### config.mk
export PLATFORM = sky130hd
export DESIGN_NAME = led_pwm_driver
export DESIGN_NICKNAME = d
export VERILOG_FILES = /design/src/rtl/led_pwm_pkg.sv /design/src/rtl/led_pwm_channel.sv /design/src/rtl/led_pwm_driver.sv
export SDC_FILE = /design/constraint.sdc
export NUM_CORES = 1
export LEC_CHECK = 0
export CAP_MARGIN = 10
export CELL_PAD_IN_SITES_DETAIL_PLACEMENT = 1
export CELL_PAD_IN_SITES_GLOBAL_PLACEMENT = 1
export CORE_MARGIN = 3
export CORE_UTILIZATION = 25
export CTS_BUF_LIST = sky130_fd_sc_hd__clkbuf_2
export DETAILED_ROUTE_END_ITERATION = 12
export PLACE_DENSITY = 0.6
export SKIP_LAST_GASP = 1
export SYNTH_ARGS = -nofsm -noshare
export SYNTH_HDL_FRONTEND = slang
export SYNTH_SLANG_ARGS = --single-unit
### constraint.sdc
create_clock -name clk -period 2.4 [get_ports clk]
set_input_delay 0.72 -clock clk [delete_from_list [all_inputs] [get_ports clk]]
set_output_delay 0.72 -clock clk [all_outputs]
set_load 0.02 [all_outputs]
### src/rtl/led_pwm_pkg.sv
// Shared constants and helpers for the LED PWM driver (channel layout, duty type).
// Optional duty fading is enabled by defining LED_PWM_FADE_EN.
package led_pwm_pkg;

  localparam int NUM_PIX   = 4;
  localparam int NUM_CH    = 12;
  localparam int COL_R     = 0;
  localparam int COL_G     = 4;
  localparam int COL_B     = 8;
  localparam int DUTY_BITS = 8;

  typedef logic [DUTY_BITS-1:0] duty_t;

  // Blue is lit only where both red and green of the pixel are lit.
  function automatic logic ch_on(input logic r, input logic g, input int col);
    logic on_s;
    if (col == COL_R) begin
      on_s = r;
    end else if (col == COL_G) begin
      on_s = g;
    end else if (col == COL_B) begin
      on_s = r & g;
    end else begin
      on_s = 1'b0;
    end
    return on_s;
  endfunction

endpackage

### src/rtl/led_pwm_channel.sv
// One LED channel: duty register (optional fade stepper under LED_PWM_FADE_EN)
// and registered PWM comparator.
module led_pwm_channel
  import led_pwm_pkg::*;
#(
  parameter int W = 8
) (
  input  logic         clk,
  input  logic         reset,
  input  logic [W-1:0] pwm_ctr,
  input  logic         period_tick,
  input  logic         fade_tick,
  input  logic [W-1:0] target,
  output logic         led
);

`ifdef LED_PWM_FADE_EN
  localparam bit FADE_EN = 1'b1;
`else
  localparam bit FADE_EN = 1'b0;
`endif

  localparam logic [W-1:0] DUTY_FULL = {W{1'b1}};

  logic [W-1:0] duty_r;
  logic [W-1:0] duty_nxt_s;
  logic         led_r;

  // Next duty: only ever changes at the period boundary.
  always_comb begin
    duty_nxt_s = duty_r;
    if (period_tick) begin
      if (FADE_EN) begin
        if (fade_tick) begin
          if (duty_r < target) begin
            duty_nxt_s = duty_r + W'(1);
          end else if (duty_r > target) begin
            duty_nxt_s = duty_r - W'(1);
          end else begin
            duty_nxt_s = duty_r;
          end
        end else begin
          duty_nxt_s = duty_r;
        end
      end else begin
        duty_nxt_s = target;
      end
    end else begin
      duty_nxt_s = duty_r;
    end
  end

  // Duty and output registers; a full-scale duty is held solidly on.
  always_ff @(posedge clk) begin
    if (reset) begin
      duty_r <= {W{1'b0}};
      led_r  <= 1'b0;
    end else begin
      duty_r <= duty_nxt_s;
      led_r  <= (duty_r == DUTY_FULL) ? 1'b1 : (duty_r > pwm_ctr);
    end
  end

  assign led = led_r;

endmodule

### src/rtl/led_pwm_driver.sv
// Drives 12 board LEDs (R, G, B=R&G per pixel) from the SoC LED word with PWM brightness.
// Define LED_PWM_FADE_EN to ramp each duty toward its target instead of switching instantly.
module led_pwm_driver
  import led_pwm_pkg::*;
#(
  parameter int PWM_BITS     = 8,
  parameter int PRESCALE     = 64,
  parameter int FADE_PERIODS = 4
) (
  input  logic                clk,
  input  logic                reset,
  input  logic [7:0]          led_in,
  input  logic [PWM_BITS-1:0] bright,
  output logic [11:0]         led_out,
  output logic                period_tick
);

  localparam int PRE_W = (PRESCALE > 1) ? $clog2(PRESCALE) : 1;

  logic [7:0]          led_q_r;
  logic [PRE_W-1:0]    pre_ctr_r;
  logic [PWM_BITS-1:0] pwm_ctr_r;
  logic                period_tick_r;
  logic                step_s;
  logic                wrap_s;
  logic                fade_tick_s;

  assign step_s = (pre_ctr_r == PRE_W'(PRESCALE - 1));
  assign wrap_s = step_s && (pwm_ctr_r == {PWM_BITS{1'b1}});

  // Input capture, prescaler and PWM counter.
  always_ff @(posedge clk) begin
    if (reset) begin
      led_q_r       <= 8'h00;
      pre_ctr_r     <= {PRE_W{1'b0}};
      pwm_ctr_r     <= {PWM_BITS{1'b0}};
      period_tick_r <= 1'b0;
    end else begin
      led_q_r       <= led_in;
      period_tick_r <= wrap_s;
      if (step_s) begin
        pre_ctr_r <= {PRE_W{1'b0}};
        pwm_ctr_r <= pwm_ctr_r + PWM_BITS'(1);
      end else begin
        pre_ctr_r <= pre_ctr_r + PRE_W'(1);
        pwm_ctr_r <= pwm_ctr_r;
      end
    end
  end

`ifdef LED_PWM_FADE_EN
  localparam int FADE_W = (FADE_PERIODS > 1) ? $clog2(FADE_PERIODS) : 1;

  logic [FADE_W-1:0] fade_ctr_r;

  assign fade_tick_s = wrap_s && (fade_ctr_r == FADE_W'(FADE_PERIODS - 1));

  // Counts PWM periods between fade steps.
  always_ff @(posedge clk) begin
    if (reset) begin
      fade_ctr_r <= {FADE_W{1'b0}};
    end else if (fade_tick_s) begin
      fade_ctr_r <= {FADE_W{1'b0}};
    end else if (wrap_s) begin
      fade_ctr_r <= fade_ctr_r + FADE_W'(1);
    end else begin
      fade_ctr_r <= fade_ctr_r;
    end
  end
`else
  assign fade_tick_s = 1'b0;
`endif

  // Channels update duty on the wrap edge itself, so the new duty starts exactly at pwm_ctr=0.
  for (genvar g = 0; g < NUM_CH; g++) begin : g_ch
    localparam int PIX = g % NUM_PIX;
    localparam int COL = g - PIX;

    logic [PWM_BITS-1:0] target_s;

    assign target_s = ch_on(led_q_r[2*PIX], led_q_r[2*PIX+1], COL) ? bright
                                                                   : {PWM_BITS{1'b0}};

    led_pwm_channel #(.W(PWM_BITS)) u_ch (
      .clk         (clk),
      .reset       (reset),
      .pwm_ctr     (pwm_ctr_r),
      .period_tick (wrap_s),
      .fade_tick   (fade_tick_s),
      .target      (target_s),
      .led         (led_out[g])
    );
  end

  assign period_tick = period_tick_r;

endmodule

==> results.yml, run 1 <==
floorplan:
  die_area_mm2: 0.0301
  dieWidth_um: 174
  start_util_pct: 25.8
  io_pins: 31
  die_h_um: 174
  num_rows: 60
  coreArea_mm2: 0.0273
worst_setup_path:
  worstPathRequired_ns: 2.97
  r2r-start: "pre_ctr_r[0]"
  crit_start: "pre_ctr_r[0]"
  crit_buf_inv: 1
  max_stage_delay_ns: 0.72
  cp_top_family: "simple AND/OR/NAND/NOR gates"
  crit_chain: "ha_1 -> nand3_1 -> or4_2 -> buf_12 -> nand2_1 -> a21oi_1"
  crit_type: "register to register"
  cpMaxStageDelayCell: "or4_2"
  crit_arrival_ns: 2.76
  end_kind: "register"
  cp-start-kind: "register"
  path_max_fanout: 77
global_route:
  grt_use_met1_pct: 19.8
  grt_pass1_wl_mm: 35.1
  grt_start_max_net_pins: 120
  grt_busiest_layer: "met2"
  antenna_found_initial: 1
  grt_use_met3_pct: 2.69
  grt_usage_pct: 14.6
  overflow: 0
  use_met2_pct: 24.5
  grt_pass1_vias: 6275
sta:
  max_slew_margin_pct: 47.3
  fmax_mhz: 459
  setup_tns_ns: 0
  rsz0062_at_grt: "false"
  finalClockSkew_ns: 0.0339
  hold_viol: 0
  period_needed_ns: 2.18
  fin_crit_sh_pct: 90.8
  slew_viol_final: 0
  worst_slack_ns: 0.220
  worst_pin_slew_ns: 0.789
  setup_violations: 0
clock_tree:
  postCtsHoldBufs: 0
  htreeDepth: 4
  cts_tree: "built"
  insertion_delay_ns: 0.70
  cts.sinks: 131
  ctsRootBufferMaster: "clkbuf_2"
  clkTransAtPathRegs_ns: 0.19
  clockBufferDepth: 2
  cts_buffers: 17
synthesis:
  syn-cell-area_mm2: 0.00702
  synthTopCellsByCount: "a21oi_1, dfxtp_1, nand2_1, nand3_1, ha_1"
  synth.most_common_cell: "a21oi_1"
  synth_ff_type: "dfxtp_1"
  synthCells: 845
  synth_cell_type_count: 27
  synth_top_cells_by_area: "dfxtp_1, ha_1, a21oi_1, nand3_1, nand2_1"
  yosysWarnings: 0
  synth_edf_count: 0
  ys_seq_elements: 131
  synth_area_per_cell_um2: 8.31
  synthArstFlopShare_pct: 0
  yosys.area.top_type: "dfxtp_1"
  post-synth-top-area-fraction_pct: 37.3
  ys_seq_area_share_pct: 37.3
  synth_fp_nets: 961
routing:
  drc: 0
  avgRoutedWirePerCell_um: 17.9
  num_vias: 6132
  vias_per_cell: 4.96
  totalWireLength_mm: 22.1
  firstDrtPassIters: 4
  ant_nets: 0
  drt_iter0_markers: 298
power_and_ir_drop:
  sw_frac_of_total_pct: 25.3
  p_leak_nw: 2.96
  p_comb_share_pct: 4.2
  power_mw: 3.91
  worst_ir_drop_vdd_mv: 0.264
  p_int_mw: 2.92
  power_density_mw_per_mm2: 492
  p_sw_mw: 0.990
  p_clk_share_pct: 39.3
  p_seq_share_pct: 56.5
placed_design:
  place_ws_ns: 0.234
  portBuffers: 30
  hpwl_mm: 14.1
  postPlaceCellArea_mm2: 0.00770
  place.gp.congestion: 0.750
cells_and_area:
  n_fill_cell: 3217
  final_cell_area_mm2: 0.00794
  final_util_pct: 29.1
  nNetsFinal: 968
  multiInputGateArea_mm2: 0.00398
  layout-drive-gt1-share_pct: 6.83
  syn_to_final_growth_pct: 13.1
  seq_area_mm2: 0.00262
worst_hold_path:
  hp-start: "reset"
  hold_path_class: "primary input to register"
run:
  cap_viol_max_count: 0
status:
  run_status: "finished clean"
[per-stage QoR]
step,hold slack (ns),cells
2_1_floorplan,0.427,845
6_report,0.428,1237
4_1_cts,0.382,1236
3_3_place_gp,0.438,1205
5_1_grt,0.352,1237
3_5_place_dp,0.457,1205
[sequential cells by signal, summed over array words and instances (netlist names)]
register          cells
pwm_ctr_r             8
led_q_r               8
pre_ctr_r             6
period_tick           1
g_ch.u_ch.led        12
g_ch.u_ch.duty_r     96
[placed cells by master (no fill, tap or decap), types with 12 or more instances in the layout]
cell	n
a21oi_1	147
dfxtp_1	131
nand2_1	109
nand3_1	101
ha_1	98
nand4_1	51
nor2_1	23
buf_4	22
inv_1	20
nor2b_1	20
clkbuf_2	19
clkdlybuf4s50_1	16
o21ai_0	13
or3_1	13
dlygate4sd2_1	13
o211ai_1	12
o311a_1	12
[cell type report]
cell class                      instances  area share (%)
Multi-Input combinational cell        626            50.1
Tap cell                              372            5.86
Inverter                               20           0.945
Timing Repair Buffer                   56            6.79
Antenna cell                            1          0.0315
Sequential cell                       131            33.0
Clock inverter                         12            2.06
Clock buffer                           19            1.20
[power by group through the flow]
stage	clock, mW	sequential [mW]	combinational [mW]
after floorplan	0	2.24	0.0764
after global placement	0	2.25	0.166
final	1.54	2.21	0.163
after CTS	1.59	2.21	0.165
after global routing	1.68	2.21	0.175
after detailed placement	0	2.25	0.165
[worst register-to-register path: stages, from the launching register on]
cell     delay (ns)
dfxtp_1        0.40
ha_1           0.26
nand3_1        0.22
or4_2          0.72
buf_12         0.25
nand2_1        0.17
a21oi_1        0.06
[timing repair]
item	CTS	global route
setup buffers	0	0
gates resized for setup	13	0
endpoints found under the setup margin	13	0
[worst paths after layout]
path / end / slack, ns / depth (start not counted)
worst min register to register: pre_ctr_r[0] / 0.48 / 1
worst max-delay path: g_ch[4].u_ch.duty_r[7] / 0.22 / 6
worst max register to register: g_ch[4].u_ch.duty_r[7] / 0.22 / 6
worst min-delay path: g_ch[2].u_ch.led / 0.43 / 3
[kinds of logic (layout without fill, tap and decap cells)]
group / Yosys count / count (layout) / synth area share (%)
buffers and inverters: 88 / 107 / 6.04
AND/OR/NAND/NOR: 334 / 334 / 23.5
XOR/XNOR: 10 / 10 / 1.25
other: 0 / 1 / 0
AO/OA/AOI/OAI: 184 / 184 / 14.4
flip-flops: 131 / 131 / 37.3
adder cells (fa/ha/maj): 98 / 98 / 17.5
[routing by layer]
layer,part of all wire (%),vias up
li1,-,3047
met1,47,2967
met2,47,105
met3,4.9,13
met4,1.3,0
met5,0,-
Power figures use the tool's default switching activity.
==> inputs of run 2 (changes only) <==
--- a/config.mk
+++ b/config.mk
@@ -9,10 +9,10 @@
 export CELL_PAD_IN_SITES_DETAIL_PLACEMENT = 1
 export CELL_PAD_IN_SITES_GLOBAL_PLACEMENT = 1
 export CORE_MARGIN = 3
-export CORE_UTILIZATION = 25
+export CORE_UTILIZATION = 48
 export CTS_BUF_LIST = sky130_fd_sc_hd__clkbuf_2
 export DETAILED_ROUTE_END_ITERATION = 12
-export PLACE_DENSITY = 0.6
+export PLACE_DENSITY = 0.94
 export SKIP_LAST_GASP = 1
 export SYNTH_ARGS = -nofsm -noshare
 export SYNTH_HDL_FRONTEND = slang
==> results.yml, run 2 (synthesized netlist as in run 1, its figures left out) <==
cells_and_area:
  largest_reg_flops: 96
  fin_cells: 1038
  syn_to_final_growth_pct: 9.76
  nNetsFinal: 960
  layout_common_cells: "a21oi_1, dfxtp_1, nand2_1"
  regMostFlops: "g_ch.u_ch.duty_r"
  layout-drive-gt1-share_pct: 6.18
  final_common_cell: "a21oi_1"
routing:
  drt_iter0_markers: 435
  num_vias: 6337
  ant_nets: 0
  drc: 0
  m1WireLength_mm: 8.65
  top_layer: "met4"
  wl_met2_mm: 9.81
  avgRoutedWirePerCell_um: 19.6
  firstDrtPassIters: 5
  totalWireLength_mm: 20.3
  met3_length_mm: 1.19
  vias_per_cell: 6.11
global_route:
  antenna_found_initial: 1
  overflow: 0
  grt_usage_pct: 25.5
  grt_start_max_net_pins: 120
  grt_pass1_vias: 6445
  grt_pass1_wl_mm: 32.7
worst_setup_path:
  end_kind: "register"
  cpMaxStageDelayCell: "or4_2"
  worst-r2r-setup-slack_ns: 0.13
  r2r-start: "pre_ctr_r[0]"
  cp_top_family: "simple AND/OR/NAND/NOR gates"
  crit_arrival_ns: 2.88
  worstPathRequired_ns: 3.01
  rr_worst_depth: 6
  crit_buf_inv: 1
  crit_chain: "ha_1 -> nand3_1 -> or4_2 -> buf_12 -> nand2_1 -> a21oi_1"
  worst-path-stages: 6
  cp-start-kind: "register"
  path_max_fanout: 97
  max_stage_delay_ns: 0.70
  crit_type: "register to register"
  r2r-end: "g_ch[0].u_ch.duty_r[6]"
power_and_ir_drop:
  p_leak_nw: 2.95
  p_clk_share_pct: 44.1
  power_density_mw_per_mm2: 548
  worst_ir_drop_vdd_mv: 0.321
  p_int_mw: 3.25
  p_sw_mw: 0.973
  p_seq_share_pct: 52.5
  p_comb_share_pct: 3.4
  power_mw: 4.22
  sw_frac_of_total_pct: 23.1
clock_tree:
  clkTransAtPathRegs_ns: 0.22
  cts.sinks: 131
  cts_resized: 13
  htreeDepth: 4
  insertion_delay_ns: 0.76
  postCtsHoldBufs: 0
  cts_tree: "built"
  cts_buffers: 17
  cts_setup_buffers: 0
  clockBufferDepth: 2
  ctsRootBufferMaster: "clkbuf_2"
status:
  run_status: "finished clean"
sta:
  slew_viol_final: 0
  max_slew_margin_pct: 47.3
  hold_viol: 0
  setup_violations: 0
  worst_pin_slew_ns: 0.790
  period_needed_ns: 2.27
  setup_tns_ns: 0
  fin_crit_sh_pct: 94.6
  rsz0062_at_grt: "false"
  finalClockSkew_ns: 0.0366
  fmax_mhz: 440
placed_design:
  dp.cells: 1005
  hpwl_mm: 13.0
  place.gp.congestion: 0.818
  portBuffers: 30
run:
  cap_viol_max_count: 0
worst_hold_path:
  hold_end: "g_ch[3].u_ch.led"
  hp-start: "reset"
  hold_path_depth: 4
  hold_path_class: "primary input to register"
floorplan:
  die_area_mm2: 0.0161
  dieWidth_um: 127
  start_util_pct: 49.8
  die_h_um: 127
  coreArea_mm2: 0.0141
  io_pins: 31
  num_rows: 43
run 2: worst max path at each step:
| stage | endpoint | start |
|---|---|---|
| 5_1_grt | g_ch[8].u_ch.duty_r[6] | pre_ctr_r[0] |
| 2_1_floorplan | g_ch[11].u_ch.duty_r[0] | pwm_ctr_r[0] |
| 6_report | g_ch[0].u_ch.duty_r[6] | pre_ctr_r[0] |
| 3_5_place_dp | g_ch[3].u_ch.duty_r[2] | pre_ctr_r[0] |
| 3_3_place_gp | g_ch[6].u_ch.duty_r[2] | pre_ctr_r[0] |
| 4_1_cts | g_ch[0].u_ch.duty_r[6] | pre_ctr_r[0] |
run 2: worst reg2reg max path, delay by kind of cell, from the launching register on:
kind	cells	cell delay [ns]
AND/OR/NAND/NOR	3	1.15
flip-flops	1	0.40
adder cells (fa/ha/maj)	1	0.27
buffers and inverters	1	0.25
AO/OA/AOI/OAI	1	0.08
run 2: cell type report:
| cell class | count | area [um^2] |
|---|---|---|
| diodes | 1 | 2.50 |
| clock inverters | 13 | 256 |
| clock buffers | 19 | 95.1 |
| fillers | 1698 | 6390 |
| well taps | 180 | 225 |
| multi-input cells | 626 | 3980 |
| flip-flops and latches | 131 | 2620 |
| repair buffers | 48 | 454 |
| inverters | 20 | 75.1 |
run 2: metrics by stage:
stage	instance area, um^2	utilization [%]	hold WS [ns]	worst slack (ns)
floorplan	7020	-	0.427	0.267
global placement	7370	52.3	0.437	0.359
detailed placement	7370	52.3	0.467	0.209
CTS	7710	54.7	0.410	0.170
global route	7710	54.7	0.413	0.0184
finish	7710	54.7	0.457	0.129
run 2: power by group through the flow:
stage                     logic [mW]  clock network, mW  registers [mW]
after floorplan               0.0764                  0            2.24
after global placement         0.137                  0            2.26
after detailed placement       0.140                  0            2.26
after CTS                      0.140               1.89            2.21
after global routing           0.150               1.99            2.22
final                          0.143               1.86            2.22
run 2: routing by layer:
| metal | vias to the layer above | GRT usage [%] |
|---|---|---|
| met4 | 0 | 10.7 |
| met3 | 53 | 4.84 |
| met2 | 184 | 43.5 |
| met1 | 3076 | 31.5 |
| met5 | - | 0 |
| li1 | 3024 | - |
==> inputs of run 3 (changes only) <==
==> constraint.sdc (replaced) <==
create_clock -name clk -period 2.4 [get_ports clk]
set_input_delay 0.72 -clock clk [delete_from_list [all_inputs] [get_ports clk]]
set_output_delay 0.72 -clock clk [all_outputs]
set_load 0.05 [all_outputs]
==> results.yml, run 3 (synthesized netlist as in run 1, its figures left out) <==
status:
  run_status: "finished clean"
placed_design:
  hpwl_mm: 13.0
  portBuffers: 30
  postPlaceCellArea_mm2: 0.00737
  place_ws_ns: 0.209
  place.gp.congestion: 0.818
sta:
  rsz0062_at_grt: "true"
  period_needed_ns: 2.34
  setup_violations: 0
  worst_pin_slew_ns: 0.790
  fmax_mhz: 427
  slew_viol_final: 0
  max_slew_margin_pct: 47.3
  worst_slack_ns: 0.0582
  finalClockSkew_ns: 0.0366
  hold_viol: 0
  fin_crit_sh_pct: 97.6
global_route:
  overflow: 0
  grt_pass1_wl_mm: 32.7
  grt_start_max_net_pins: 120
  antenna_found_initial: 1
  grt_pass1_vias: 6445
  grt_usage_pct: 25.5
worst_setup_path:
  path_max_fanout: 1
  crit_arrival_ns: 1.62
  cpMaxStageDelayCell: "clkdlybuf4s15_1"
  crit_type: "register to output port"
  worstPathRequired_ns: 1.68
  crit_buf_inv: 1
  r2r-start: "pre_ctr_r[0]"
  cp_top_family: "buffers and inverters"
  crit_chain: "clkdlybuf4s15_1"
  crit_start: "g_ch[3].u_ch.led"
  max_stage_delay_ns: 0.49
  cp-start-kind: "register"
  end_kind: "output port"
floorplan:
  die_area_mm2: 0.0161
  start_util_pct: 49.8
  num_rows: 43
  dieWidth_um: 127
  coreArea_mm2: 0.0141
  die_h_um: 127
  io_pins: 31
routing:
  drc: 0
  firstDrtPassIters: 5
  num_vias: 6327
  drt_iter0_markers: 424
  ant_nets: 0
  avgRoutedWirePerCell_um: 19.6
  vias_per_cell: 6.10
  totalWireLength_mm: 20.3
clock_tree:
  insertion_delay_ns: 0.76
  clockBufferDepth: 2
  clkTransAtPathRegs_ns: 0.22
  cts_tree: "built"
  ctsRootBufferMaster: "clkbuf_2"
  cts_buffers: 17
  htreeDepth: 4
  cts.sinks: 131
power_and_ir_drop:
  sw_frac_of_total_pct: 23.1
  p_int_mw: 3.25
  p_sw_mw: 0.977
  p_comb_share_pct: 3.4
  power_density_mw_per_mm2: 548
  p_clk_share_pct: 44.2
  worst_ir_drop_vdd_mv: 0.321
  p_seq_share_pct: 52.4
  p_leak_nw: 2.93
cells_and_area:
  final_cell_area_mm2: 0.00771
  layout_common_cells: "a21oi_1, dfxtp_1, nand2_1"
  final_common_cell: "a21oi_1"
  syn_to_final_growth_pct: 9.73
  layout-drive-gt1-share_pct: 6.42
  seq_area_mm2: 0.00262
  regMostFlops: "g_ch.u_ch.duty_r"
  nNetsFinal: 960
  n_fill_cell: 1696
  multiInputGateArea_mm2: 0.00398
  largest_reg_flops: 96
worst_hold_path:
  hp-start: "reset"
  hold_path_class: "primary input to register"
run:
  cap_viol_max_count: 0
==> run 3: cell types whose count changed in the layout (fill, tap and decap cells not counted), sizes merged <==
cell           previous run  this run
dlygate4sd2              13         7
clkdlybuf4s15             0         4
clkbuf                   19        21
==> run 3: cell type report <==
| cell class | instances | share of cell area, % |
|---|---|---|
| multi-input cells | 626 | 51.6 |
| diodes | 1 | 0.0325 |
| clock inverters | 13 | 3.33 |
| clock buffers | 19 | 1.23 |
| well taps | 180 | 2.92 |
| inverters | 20 | 0.974 |
| repair buffers | 48 | 5.86 |
| flip-flops and latches | 131 | 34.0 |
==> run 3: repair_timing <==
item                                    CTS  global route
hold buffers                              0             0
buffers inserted                          0             0
endpoints found under the setup margin   13             6
resized for setup                        13             8
==> run 3: path summary, 6_finish.rpt <==
path	end	slack [ns]	depth (start not counted)
worst min-delay path	g_ch[3].u_ch.led	0.46	4
worst max-delay path	led_out[3]	0.06	1
worst max register to register	g_ch[0].u_ch.duty_r[6]	0.13	6
worst min register to register	g_ch[7].u_ch.duty_r[0]	0.49	2
==> run 3: per-layer routing <==
metal	routed length, um	share of wire [%]	vias to the layer above	track usage (%)
li1	-	-	3024	-
met1	8780	43	3073	31.5
met2	9770	48	178	43.5
met3	1100	5.4	52	4.84
met4	663	3.3	0	10.7
met5	0	0	-	0
==> run 3: metrics by stage <==
step / TNS (ns) / power, mW / hold slack, ns / instances / utilization (%)
after floorplan: 0 / 2.31 / 0.427 / 845 / -
after global placement: 0 / 2.40 / 0.437 / 1005 / 52.3
after detailed placement: 0 / 2.40 / 0.467 / 1005 / 52.3
after CTS: -0.0248 / 4.25 / 0.410 / 1037 / 54.7
after global routing: -0.0138 / 4.36 / 0.413 / 1038 / 54.7
final: 0 / 4.23 / 0.457 / 1038 / 54.7
==> run 3: power by group through the flow <==
stage               Sequential [mW]  Clock, mW  Combinational [mW]
finish                         2.22       1.87               0.143
global route                   2.22       1.99               0.150
CTS                            2.21       1.89               0.140
detailed placement             2.26          0               0.140
global placement               2.26          0               0.137
floorplan                      2.24          0              0.0764
